### src/rtl/mem_access.sv
// mem_access: byte-serial load/store stage that stalls the pipeline while it walks a 32-bit access over an 8-bit RAM.
// Defining MEM_ALIGN_CHECK_EN rejects misaligned halfword/word ops with a misalign_o pulse.
module mem_access (
    input  logic        clk,
    input  logic        rst,
    input  logic [4:0]  wd_i,
    input  logic        wreg_i,
    input  logic [31:0] wdata_i,
    input  logic [3:0]  mem_op_i,
    input  logic [31:0] mem_addr_i,
    input  logic [31:0] mem_sdata_i,
    output logic [31:0] mem_a_o,
    output logic [7:0]  mem_dout_o,
    output logic        mem_wr_o,
    input  logic [7:0]  mem_din_i,
    output logic [4:0]  wd_o,
    output logic        wreg_o,
    output logic [31:0] wdata_o,
    output logic        stall_req_o,
    output logic        misalign_o
);
    localparam logic [3:0] OP_LB = 4'd1, OP_LH = 4'd2, OP_LW = 4'd3, OP_LBU = 4'd4, OP_LHU = 4'd5;
    localparam logic [3:0] OP_SB = 4'd6, OP_SH = 4'd7, OP_SW = 4'd8;
    typedef enum logic [1:0] {IDLE, ACCESS, DONE} state_t;
    state_t      state;
    logic [2:0]  cnt;
    logic [31:0] ld_buf;
    logic [2:0]  n;
    logic        is_store, mis, start, issue, stall;
    logic [31:0] load_val;
    always_comb begin
        n = (mem_op_i == OP_LB || mem_op_i == OP_LBU || mem_op_i == OP_SB) ? 3'd1 :
            (mem_op_i == OP_LH || mem_op_i == OP_LHU || mem_op_i == OP_SH) ? 3'd2 :
            (mem_op_i == OP_LW || mem_op_i == OP_SW) ? 3'd4 : 3'd0;
        is_store = mem_op_i == OP_SB || mem_op_i == OP_SH || mem_op_i == OP_SW;
`ifdef MEM_ALIGN_CHECK_EN
        mis = state == IDLE && ((n == 3'd2 && mem_addr_i[0]) || (n == 3'd4 && mem_addr_i[1:0] != 2'd0));
`else
        mis = 1'b0;
`endif
        start = state == IDLE && n != 3'd0 && !mis;
        issue = start || (state == ACCESS && cnt < n);
        stall = start || state == ACCESS;
        // the load buffer keeps stale upper bytes from earlier ops, so narrow loads always re-extend
        load_val = (mem_op_i == OP_LB)  ? {{24{ld_buf[7]}}, ld_buf[7:0]} :
                   (mem_op_i == OP_LH)  ? {{16{ld_buf[15]}}, ld_buf[15:0]} :
                   (mem_op_i == OP_LBU) ? {24'd0, ld_buf[7:0]} :
                   (mem_op_i == OP_LHU) ? {16'd0, ld_buf[15:0]} : ld_buf;
        mem_a_o     = rst ? 32'd0 : mem_addr_i + {29'd0, cnt};
        mem_wr_o    = !rst && issue && is_store;
        mem_dout_o  = mem_wr_o ? mem_sdata_i[{cnt[1:0], 3'b000} +: 8] : 8'd0;
        stall_req_o = !rst && stall;
        misalign_o  = !rst && mis;
        wd_o        = rst ? 5'd0 : wd_i;
        wreg_o      = !rst && wreg_i && !stall && !mis;
        wdata_o     = rst ? 32'd0 : (state == DONE && n != 3'd0 && !is_store) ? load_val : wdata_i;
    end
    always_ff @(posedge clk or posedge rst) begin
        if (rst) begin
            state  <= IDLE;
            cnt    <= 3'd0;
            ld_buf <= 32'd0;
        end else begin
            case (state)
                IDLE: begin
                    if (start) begin
                        state <= ACCESS;
                        cnt   <= 3'd1;
                    end
                end
                ACCESS: begin
                    // RAM data arriving now belongs to the byte issued last cycle
                    ld_buf[{cnt[1:0] - 2'd1, 3'b000} +: 8] <= mem_din_i;
                    if (cnt == n) begin
                        state <= DONE;
                        cnt   <= 3'd0;
                    end else begin
                        cnt <= cnt + 3'd1;
                    end
                end
                default: state <= IDLE;
            endcase
        end
    end
endmodule
### config.mk
export PLATFORM = sky130hd
export DESIGN_NAME = mem_access
export DESIGN_NICKNAME = d
export VERILOG_FILES = /design/src/rtl/mem_access.sv
export SDC_FILE = /design/constraint.sdc
export NUM_CORES = 1
export LEC_CHECK = 0
export CORE_ASPECT_RATIO = 0.6
export CORE_MARGIN = 8
export CORE_UTILIZATION = 43
export DETAILED_ROUTE_END_ITERATION = 6
export GPL_ROUTABILITY_DRIVEN = 0
export PLACE_DENSITY_LB_ADDON = 0.3
export SLEW_MARGIN = 25
export SYNTH_ARGS = -nofsm -noshare
export SYNTH_HDL_FRONTEND = slang
export SYNTH_SLANG_ARGS = --single-unit
### constraint.sdc
create_clock -name clk -period 9.2 [get_ports clk]
set_clock_uncertainty 0.05 [all_clocks]
set_input_delay 1.84 -clock clk [delete_from_list [all_inputs] [get_ports clk]]
set_output_delay 1.84 -clock clk [all_outputs]
set_load 0.02 [all_outputs]
# Word level (Yosys, flattened, before mapping)
# Cells that the tools add are included.
# W data, S select, Z words.
[totals]
register_bits = 37
inputBits = 116
out_inout_bits = 81
wordCells = 69
[classes]
addsub = 4
magnitude_cmp = 1
eq_ne = 13
n_shift = 3
muxes = 19
reduce_logical = 26
[op_table]
columns = ["cell", "n"]
rows = [
  ["$mux W32", 7],
  ["$add A32 B3 Y32", 1],
  ["$bwmux W32", 1],
  ["$shift A8 B7 Y32 const A", 1],
  ["$shiftx A32 B6 Y8", 1],
  ["$shiftx A8 B7 Y32", 1],
  ["$eq A4 B3 Y1 const B", 4],
  ["$mux W3", 5],
  ["$logic_and A1 B1 Y1", 9],
  ["$logic_or A1 B1 Y1", 9],
  ["$eq A4 B2 Y1 const B", 2],
  ["$mux W8", 1],
  ["$neg A5 Y7", 1],
  ["$pmux W3 S2", 1],
  ["$mux W5", 1],
  ["$eq A4 B1 Y1 const B", 1],
  ["$eq A4 B4 Y1 const B", 1],
  ["$mux W2", 2],
  ["$pmux W2 S2", 1],
  ["$reduce_and A2 Y1", 2],
  ["$add A3 B1 Y3 const B", 1],
  ["$eq A3 B3 Y1", 1],
  ["$logic_not A1 Y1", 3],
  ["$lt A3 B3 Y1", 1],
  ["8 further kinds", 8],
]

# Longest topological paths before layout
[logic_depth]
depth_word = 11
ltp_mapped = 9
mapped_depth_nobuf = 8

# Worst setup path after synthesis
# No wires, ideal clock.
[synth_timing]
kind = "input port to output port"
start = "input port rst"
end = "output port wdata_o[10]"
t_arrival_ns = 3.924
t_required_ns = 7.310
path_slack_ns = 3.386
path_stages = 5
cell_sequence = "buf_6 -> inv_1 -> clkbuf_1 -> o21ai_0 -> a21oi_1"
[synth_via]
elab_chain_cells = 1
[synth_rtl]
columns = ["element", "line", "source"]
rows = [
  ["start, declared", "5", "input logic rst,"],
  ["$mux W32", "56", "wdata_o = rst ? 32'd0 : (state == DONE && n != 3'd0 && !is_store) ? load_val : wdata_i;"],
  ["end, declared", "18", "output logic [31:0] wdata_o,"],
]
# No other way between the ends.

# Worst setup path in the final report
[layout_timing]
start = "input port mem_addr_i[7]"
end = "output port mem_a_o[20]"
[layout_via]
elab_chain_cells = 2
[layout_rtl]
columns = ["element", "line", "source"]
rows = [
  ["start, declared", "10", "input logic [31:0] mem_addr_i,"],
  ["$add A32 B3 Y32", "49", "mem_a_o = rst ? 32'd0 : mem_addr_i + {29'd0, cnt};"],
  ["$mux W32", "49", ""],
  ["end, declared", "12", "output logic [31:0] mem_a_o,"],
]
# No other way between the ends.

==> metrics.md <==
| Metric | Value |
|---|---|
| Vias | `4395` |
| Yosys warning count | `0` |
| Final setup fails | `0` |
| Hold Buf Count CTS | `0` |
| Port bufs | `195` |
| First-pass GRT wire length | `22.2 mm` |
| Starting Density | `43.4%` |
| Setup repair bufs after CTS | `0` |
| Largest net degree at the start of global routing | `66` |
| Pwr dens | `166 nW/um2` |
| Synth async-reset ratio | `100%` |
| Tot GR Track Use | `23.3%` |
| Initial antenna violation count | `0` |
| LEAKAGE | `between 0.002 and 0.0025 uW` |
| DRC violations left | `0` |
| Core box area | `8330 um2` |
| Pre-CTS setup slack | `1990 ps` |
| Ports | `between 150 and 200` |
| Clock Path Buffers | `2` |
| Final Cell Area | `5710 um2` |
| Slew Limit Fails | `0` |
| PostCTS Resize Cnt | `0` |
| CTS buffer count | `5` |
| Sequential fraction of the synthesis area | `25.6%` |
| WS Path Type | `primary input to primary output` |
| GRT overflow | `0` |
| Syn Nets | `about 570` |
| Worst EP arrival | `5090 ps` |
| Finished Core Util | `68.6%` |
| CTS clock-pin slew for the worst setup and hold paths | `60 ps` |
| HP Class | `register to register` |
| Detail Placement HPWL | `11.0 mm` |
| Synth Flop Type | `dfrtp_1` |
| CTS Root Buffer Type | `clkbuf_16` |
| Area growth from synthesis to layout | `58.1%` |
| Max cap viols | `0` |
| RSZ-0062 raised after global routing | `no` |
| Avg Vias per Cell | `6.05` |
| Synthesized instance count | `445` |
| Post-route ant nets | `0` |
| Syn avg cell area | `8.12 um2` |
| Height of the die | `87.0 um` |
| Final hold vios | `0` |
| CTS tree | `done` |
| Period utilisation layout | `75.8%` |
| H-Tree Level Count | `2` |
| Chip width | `134 um` |
| CP Launch Type | `primary input` |
| 1st-iter DRT viols | `437` |
| Slew HR | `34.0%` |
| Clk_lat worst skew | `approximately 280 ps` |
| Full die area | `11700 um2` |
| Worst EP required | `approximately 7300 ps` |
| Total Routed Length | `14.2 mm` |
| Fin Setup TNS | `0 ps` |
| Vias in the first global route | `4283` |
| Max Freq | `roughly 0.14 GHz` |
| # diodes | `0` |
| Final net count | `742` |
| Worst vdd ir | `0.000110 V` |
| Fillers | `689` |
| Final min period | `~7000 ps` |
| Number of synthesized flops with an enable pin | `0` |
| Placed instance area | `roughly 5500 um2` |
| Slew @ Worst Pin | `988 ps` |
| Clock Sinks | `37` |
| Fraction of layout cells with a size suffix above 1 | `about 5.5%` |
| Register bit count reported by yosys | `37` |
| DRT Pass-1 Iters | `5` |
| Wire per inst | `19.5 um` |
| Cell Area, Synth | `roughly 3600 um2` |
| Rows | `26` |
| Yosys cell types | `56` |
| Max FO, Critical Path | `31` |
| Status | `finished clean` |
| Final worst setup slack | `2220 ps` |
| Crit. End Element | `primary output` |
==> final timing paths <==
kind	startpoint	to	slack [ps]	depth (start not counted)
worst max-delay path	mem_addr_i[7]	mem_a_o[20]	2220	6
worst min-delay path	ld_buf[26]	ld_buf[26]	460	1
worst max register to register	cnt[0]	ld_buf[7]	6560	5
worst min register to register	ld_buf[26]	ld_buf[26]	460	1
max in group asynchronous	rst	ld_buf[7]	6770	3
min in group asynchronous	rst	state[1]	1950	3
==> final cells by class <==
cell class	instances	area (um2)	share of cell area, %
multi-input cells	366	2490	43.6
repair buffers	200	1990	34.8
flip-flops and latches	37	926	16.2
well taps	112	140	2.45
clock buffers	5	125	2.19
clock inverters	3	25.0	0.438
inverters	4	15.0	0.263
==> registers in the layout (all words and copies together) (netlist names) <==
register,cells
ld_buf,32
state,2
cnt,3
==> through the flow <==
step	hold slack (ps)	instances	total power, uW
after floorplan	416	445	571
after global routing	468	727	1010
after detailed placement	438	718	766
after CTS	454	726	946
final	456	727	948
after global placement	434	718	747
==> critical path: stages <==
cell and delay (ps):
clkdlybuf4s50_1 570, and4_1 300, nand3_1 700, or4_2 890, a21oi_1 160, clkdlybuf4s50_1 630
==> report_power, final <==
group          total [uW]  internal, uW  switching, uW  leakage (uW)
logic                 496           243            253       0.00159
registers             277           215           61.7      0.000502
clock network         175           102           72.6     0.0000708
total                 948           561            387       0.00216
==> layer usage <==
layer,up-vias,part of all wire [%],track usage (%)
li1,2036,-,-
met1,2125,43,30.4
met2,212,44,36.7
met3,22,11,6.85
met4,0,2.2,5.78
met5,-,0,0
==> cells in the mapped netlist, types with 2 or more instances <==
master	instances	area, um2
o311ai_0	3	26.3
a22o_1	32	280
o41ai_1	3	26.3
ha_1	11	138
nor3b_1	9	67.6
o2111ai_1	2	17.5
a21oi_1	49	245
mux2i_1	2	20.0
or3_1	4	25.0
nand2_1	60	225
o31ai_1	12	90.1
xnor2_1	3	26.3
a21boi_0	16	120
or2_2	3	18.8
buf_2	6	30.0
nor3_1	3	15.0
nand3b_1	2	15.0
xor2_1	9	78.8
dfrtp_1	37	926
nor2_1	23	86.3
o211ai_1	20	150
a21o_1	5	37.5
nor2b_1	10	62.6
nand3_1	10	50.1
or4_1	14	105
buf_6	3	33.8
buf_1	3	11.3
nand4_1	7	43.8
and4_1	4	35.0
and3_1	2	12.5
nor4_1	2	12.5
nand2b_1	5	31.3
mux4_2	8	180
o21ai_0	15	75.1
inv_1	4	15.0
clkbuf_1	24	90.1
==> cell usage in the layout (no fill, tap or decap), types with 4 or more instances in the layout <==
cell,Yosys,routed
buf_4,1,5
nand3_1,10,10
nor3b_1,9,9
ha_1,11,11
o211ai_1,20,20
nand2b_1,5,5
xor2_1,9,9
a21o_1,5,5
and4_1,4,4
a21oi_1,49,49
nand4_1,7,7
or4_1,14,14
o21ai_0,15,15
clkdlybuf4s50_1,0,194
a22o_1,32,32
mux4_2,8,8
nor2_1,23,23
dfrtp_1,37,37
or3_1,4,4
nor2b_1,10,10
clkbuf_16,0,5
o31ai_1,12,12
nand2_1,60,60
a21boi_0,16,16
==> kinds of logic after synthesis <==
group | after synthesis | synth area share, %
and+or+nand+nor | 166 | 24.6
xor gates and xnor gates | 12 | 2.91
buffers and inverters | 42 | 5.47
adders and majority gates | 12 | 4.36
muxes | 11 | 5.85
other | 1 | 0.104
DFF | 37 | 25.6
AOI/OAI and AO/OA | 164 | 31.0
(Power assumes the default switching activity.)
